--- src/rtl/mcd_snd_tx_if.sv ---
// Signal bundle between the MCD sound transmitter and its mixer/DAC neighbours.
// The master side is the transmitter itself.
interface mcd_snd_tx_if;
    logic        mute;
    logic [15:0] snd_l;
    logic [15:0] snd_r;
    logic        snd_clk;
    logic        snd_next_sample;
    logic        i2s_bck;
    logic        i2s_lrck;
    logic        i2s_sdat;

    modport master (
        input  mute, snd_l, snd_r,
        output snd_clk, snd_next_sample, i2s_bck, i2s_lrck, i2s_sdat
    );

    modport slave (
        output mute, snd_l, snd_r,
        input  snd_clk, snd_next_sample, i2s_bck, i2s_lrck, i2s_sdat
    );
endinterface

--- src/rtl/mcd_snd_tx.sv ---
// MCD sound output: fractional DAC tick generator plus stereo I2S serialiser.
// Define MCD_SND_TX_LJ_EN for left-justified output instead of standard I2S.
module mcd_snd_tx #(
    parameter int unsigned PHASE_W   = 24,
    parameter int unsigned PHASE_INC = 7576344
) (
    input logic           clk,
    input logic           rst,
    mcd_snd_tx_if.master  bus
);

    logic [PHASE_W-1:0] acc_q;
    logic [PHASE_W:0]   acc_sum;
    logic               carry;
    logic [8:0]         t_q;
    logic [8:0]         t_d;
    logic [15:0]        sh_l_q;
    logic [15:0]        sh_r_q;
    logic [15:0]        cap_l;
    logic [15:0]        cap_r;
    logic [15:0]        src_l;
    logic [15:0]        src_r;
    logic               capture;
    logic [5:0]         bit_pos;
    logic               lrck_d;
    logic               sdat_d;
    logic               snd_clk_q;
    logic               next_q;
    logic               bck_q;
    logic               lrck_q;
    logic               sdat_q;

    assign acc_sum = {1'b0, acc_q} + (PHASE_W + 1)'(PHASE_INC);
    assign carry   = acc_sum[PHASE_W];
    assign t_d     = t_q + 9'd1;

`ifdef MCD_SND_TX_LJ_EN
    localparam logic [8:0] CapT = 9'd0;
    assign bit_pos = t_d[8:3];
    assign lrck_d  = ~t_d[8];
`else
    localparam logic [8:0] CapT = 9'd4;
    // Standard I2S: data lags word select by one BCK.
    assign bit_pos = t_d[8:3] - 6'd1;
    assign lrck_d  = t_d[8];
`endif

    assign cap_l   = bus.mute ? 16'd0 : bus.snd_l;
    assign cap_r   = bus.mute ? 16'd0 : bus.snd_r;
    assign capture = carry && (t_d == CapT);
    // In left-justified mode the MSB leaves on the capture tick itself.
    assign src_l   = capture ? cap_l : sh_l_q;
    assign src_r   = capture ? cap_r : sh_r_q;

    always_comb begin
        sdat_d = 1'b0;
        unique case (bit_pos[5:4])
            2'b00:   sdat_d = src_l[~bit_pos[3:0]];
            2'b10:   sdat_d = src_r[~bit_pos[3:0]];
            default: sdat_d = 1'b0;
        endcase
    end

    always_ff @(posedge clk or negedge rst) begin
        if (!rst) begin
            acc_q     <= '0;
            t_q       <= 9'd511;
            sh_l_q    <= '0;
            sh_r_q    <= '0;
            snd_clk_q <= 1'b0;
            next_q    <= 1'b0;
            bck_q     <= 1'b0;
            lrck_q    <= 1'b1;
            sdat_q    <= 1'b0;
        end else begin
            acc_q     <= acc_sum[PHASE_W-1:0];
            snd_clk_q <= carry;
            next_q    <= carry && (t_q == 9'd511);
            if (carry) begin
                t_q    <= t_d;
                bck_q  <= t_d[2];
                lrck_q <= lrck_d;
                if (t_d[2:0] == 3'd0) begin
                    sdat_q <= sdat_d;
                end
                if (capture) begin
                    sh_l_q <= cap_l;
                    sh_r_q <= cap_r;
                end
            end
        end
    end

    assign bus.snd_clk         = snd_clk_q;
    assign bus.snd_next_sample = next_q;
    assign bus.i2s_bck         = bck_q;
    assign bus.i2s_lrck        = lrck_q;
    assign bus.i2s_sdat        = sdat_q;

endmodule

--- src/flat_wrapper.sv ---
// flat-port wrapper written by rule: the top's interface ports become plain ports
module mcd_snd_tx_flat 
#(
    parameter int unsigned PHASE_W   = 24,
    parameter int unsigned PHASE_INC = 7576344
)
  (clk, rst, bus_mute, bus_snd_l, bus_snd_r, bus_snd_clk, bus_snd_next_sample, bus_i2s_bck, bus_i2s_lrck, bus_i2s_sdat);
  mcd_snd_tx_if bus_i ();
  input logic clk;
  input logic rst;
  input wire logic [$bits(bus_i.mute)-1:0] bus_mute;
  input wire logic [$bits(bus_i.snd_l)-1:0] bus_snd_l;
  input wire logic [$bits(bus_i.snd_r)-1:0] bus_snd_r;
  output wire logic [$bits(bus_i.snd_clk)-1:0] bus_snd_clk;
  output wire logic [$bits(bus_i.snd_next_sample)-1:0] bus_snd_next_sample;
  output wire logic [$bits(bus_i.i2s_bck)-1:0] bus_i2s_bck;
  output wire logic [$bits(bus_i.i2s_lrck)-1:0] bus_i2s_lrck;
  output wire logic [$bits(bus_i.i2s_sdat)-1:0] bus_i2s_sdat;
  assign bus_i.mute = bus_mute;
  assign bus_i.snd_l = bus_snd_l;
  assign bus_i.snd_r = bus_snd_r;
  assign bus_snd_clk = bus_i.snd_clk;
  assign bus_snd_next_sample = bus_i.snd_next_sample;
  assign bus_i2s_bck = bus_i.i2s_bck;
  assign bus_i2s_lrck = bus_i.i2s_lrck;
  assign bus_i2s_sdat = bus_i.i2s_sdat;
  mcd_snd_tx #(.PHASE_W(PHASE_W), .PHASE_INC(PHASE_INC)) u_core (.clk(clk), .rst(rst), .bus(bus_i));
endmodule
--- config.mk ---
export PLATFORM = sky130hd
export DESIGN_NAME = mcd_snd_tx_flat
export DESIGN_NICKNAME = d
export VERILOG_FILES = /design/src/rtl/mcd_snd_tx_if.sv /design/src/rtl/mcd_snd_tx.sv /design/src/flat_wrapper.sv
export SDC_FILE = /design/constraint.sdc
export NUM_CORES = 1
export LEC_CHECK = 0
export CAP_MARGIN = 20
export CORE_AREA = 2 2 130 119
export CTS_CLUSTER_SIZE = 40
export DETAILED_ROUTE_END_ITERATION = 12
export DIE_AREA = 0 0 132 121
export GPL_TIMING_DRIVEN = 1
export HOLD_SLACK_MARGIN = 0.03
export MAX_ROUTING_LAYER = met4
export PLACE_DENSITY_LB_ADDON = 0.2
export SLEW_MARGIN = 20
export SYNTH_ARGS = -nofsm -noshare
export SYNTH_HDL_FRONTEND = slang
export SYNTH_SLANG_ARGS = --single-unit
--- constraint.sdc ---
create_clock -name clk -period 3.1 [get_ports clk]
set_input_delay 0.465 -clock clk [delete_from_list [all_inputs] [get_ports clk]]
set_output_delay 0.465 -clock clk [all_outputs]
set_load 0.02 [all_outputs]
==> impl_metrics.yaml <==
cells_and_area:
  flow.area_growth_from_synthesis_pct: 33.9
  drive_gt1_frac: 0.199
  antenna_cells: 0
  fin_nets: 492
drt:
  route.final.wire_length_mm: 8.97
  remaining_drc_errors: 0
  drt_pass1_iterations: 6
  route.vias.total: 2882
  viasPerCell: 4.40
  detailedRoute.firstIterationViolations: 163
  route.detailed.wl_per_inst_um: 13.7
  antenna_violating_nets_post_route: 0
timing:
  post-route-min-period_ns: 2.96
  finalHoldViolCount: 0
  clock-skew-final_ns: 0.00529
  slew-limit-headroom: 0.456
  fmax_ghz: 0.338
  post-route-period-util: 0.955
  totalNegativeSetupSlack_ns: 0
  final-setup-viol-count: 0
  worst-slew-pin-transition_ns: 0.816
  slew_viol_final: 0
synthesis:
  synth_most_common_cell: "nand2_1"
  synth_enable_flop_cells: 0
  synthesis.instances: 384
  top_cells_by_area_in_the_synthesized_netlist: "dfrtp_1, nand2_1, dfstp_2"
  synth_common_cells: "nand2_1, dfrtp_1, o21ai_0, xnor2_1, nor2_1"
  synthDominantCellAreaShare: 0.396
  postSynth.asyncResetShare: 1.00
  synth_cell_types: 56
  number_of_storage_elements_in_the_synthesis_netlist: 66
  synthesis.area_mm2: 0.00361
  yosys_most_used_dff: "dfrtp_1"
  netlist.top_cell.by_area: "dfrtp_1"
  sequential_area_share_after_synthesis: 0.461
  synth_warn: 0
  postSynthAreaPerCell_um2: 9.39
  synth_nets: 424
setup_path:
  critPathArrivalTime_ns: 3.22
  critPathLaunchType: "register"
  worst-path-max-fanout: 7
  critical_path.reg2reg.startpoint: "u_core.t_q[0]"
  worstSetupPathType: "reg2reg"
  worstPathRequired_ns: 3.37
  reg2reg_to: "u_core.bus.i2s_sdat"
  worst-r2r-setup-slack_ns: 0.14
  timing.critical_path.to: "u_core.bus.i2s_sdat"
  rr_worst_depth: 13
  critPathLaunch: "u_core.t_q[0]"
  endpoint_kind: "register"
worst_hold_path:
  min-delay-path-class: "in2async"
clock_network:
  cts-root-buf: "clkbuf_16"
  clock_sinks: 66
  cts_max_path_bufs: 2
  cts_hold_buffers: 0
  cts_buffers: 9
  cts_max_level: 3
  clk_pin_slew_ns: 0.06
  clk-insertion-delay-late_ns: 0.33
  cts_tree: "done"
power_and_ir_drop:
  power.leakage_nw: 2.03
  finalPower_mw: 2.01
  power_density_mw_per_mm2: 416
  worst_ir_drop_vdd_v: 0.000231
die:
  io_pins: 40
  rows: 42
  fp.dieW_um: 132
  die-height_um: 121
  floorplan.core_area_mm2: 0.0146
  die-area_mm2: 0.0160
  start_util: 0.248
grt:
  first_pass_grt_wire_length_mm: 14.9
  grt_max_degree: 35
  antenna_found_initial: 0
  via_count_of_the_first_global_routing_pass: 2876
  groute.usage.overall: 0.123
  global_route.overflow_total: 0
placed_design:
  port_buffers: 39
  hpwlAfterDp_mm: 6.59
  gp_routability_congestion: 0.881
run:
  timing.max_cap.violations: 0
status:
  status: "complete, no violations"
[through the flow]
stage | setup WS, ns | area, um^2 | hold WS [ns] | util | instances
after global placement | 0.0376 | 4390 | 0.454 | 0.302 | 630
after global routing | -0.00840 | 4830 | 0.290 | 0.332 | 655
after floorplan | 0.000479 | 3650 | 0.169 | - | 384
final | 0.141 | 4830 | 0.223 | 0.332 | 655
after detailed placement | -0.00553 | 4390 | 0.457 | 0.302 | 630
after CTS | 0.0195 | 4710 | 0.259 | 0.324 | 646
[registers in the layout, summed over array words and instances, names as in the netlist]
signal	cells
u_core.acc_q	21
u_core.bus.i2s_bck	1
u_core.bus.i2s_lrck	1
u_core.bus.i2s_sdat	1
u_core.bus.snd_clk	1
u_core.bus.snd_next_sample	1
u_core.sh_l_q	16
u_core.sh_r_q	16
u_core.t_q	8
[layer usage]
| layer | part of all wire | wire length (um) | global-route usage | vias up |
|---|---|---|---|---|
| met3 | 0.044 | 399 | 0.0284 | 9 |
| met2 | 0.43 | 3860 | 0.170 | 57 |
| met1 | 0.51 | 4570 | 0.172 | 1354 |
| met4 | 0.015 | 138 | 0.0510 | 0 |
| met5 | 0 | 0 | - | - |
| li1 | - | - | - | 1462 |
[area by class of cell]
class,instances,area (um^2)
multi-input combinational,281,1860
tap,198,248
timing repair buffer,78,703
fill,1498,9730
clock buffer,11,233
clock inverter,5,55.1
sequential,66,1660
inverter,16,63.8
[where the power goes]
| part | internal, mW | switching (mW) |
|---|---|---|
| registers | 0.885 | 0.0138 |
| logic | 0.0662 | 0.0564 |
| clock network | 0.620 | 0.370 |
| total | 1.57 | 0.440 |
[critical path, cell delays in order (launching register included)]
cell and delay [ns]:
dfstp_2 0.57, buf_4 0.13, nand3_4 0.12, xnor2_4 0.19
inv_4 0.04, ha_2 0.20, xnor2_4 0.23, xnor2_4 0.11
buf_4 0.17, or3_1 0.31, mux2i_1 0.14, and4bb_2 0.25
o32ai_2 0.22, a32o_1 0.20
[placed cells by master, fill, tap and decap left out, types with 6 or more instances in the layout]
| master | Yosys | layout |
|---|---|---|
| nand2_1 | 89 | 89 |
| dfrtp_1 | 57 | 57 |
| clkdlybuf4s50_1 | 0 | 38 |
| buf_4 | 2 | 37 |
| o21ai_0 | 28 | 28 |
| xnor2_1 | 20 | 17 |
| nor2_1 | 17 | 16 |
| xor2_1 | 14 | 14 |
| inv_1 | 13 | 13 |
| a31oi_1 | 11 | 11 |
| nand3_1 | 9 | 9 |
| clkbuf_16 | 0 | 9 |
| dfstp_2 | 9 | 9 |
| a21oi_1 | 8 | 8 |
| nand4_1 | 7 | 7 |
| and2_1 | 6 | 6 |
| mux2i_1 | 6 | 6 |
[worst min path at each step]
stage,startpoint,endpoint,cells past startpoint
after floorplan,rst,u_core.acc_q[10],0
final,rst,u_core.acc_q[12],1
after CTS,rst,u_core.acc_q[12],1
after global routing,rst,u_core.acc_q[12],1
after detailed placement,u_core.sh_r_q[10],u_core.sh_r_q[10],2
after global placement,u_core.sh_r_q[10],u_core.sh_r_q[10],2
[kinds of logic (layout without fill, tap and decap cells)]
logic type      Yosys count  count (layout)  share of synthesized area
compound gates           76              76                      0.139
xor+xnor                 35              35                     0.0871
fa+ha+maj                 5               5                     0.0173
buf+inv                  37             110                     0.0503
flops                    66              66                      0.461
mux                      15              15                     0.0531
simple gates            150             150                      0.192
[timing repair]
action | 4_1_cts | 5_1_grt
setup endpoints to repair | 1 | 1
gates resized for setup | 3 | 6
buffers inserted | 0 | 9
cloned | 0 | 0
hold endpoints to repair | 0 | 0
pin swaps | 1 | 8
Note: power is estimated with default switching activity, not from simulation.
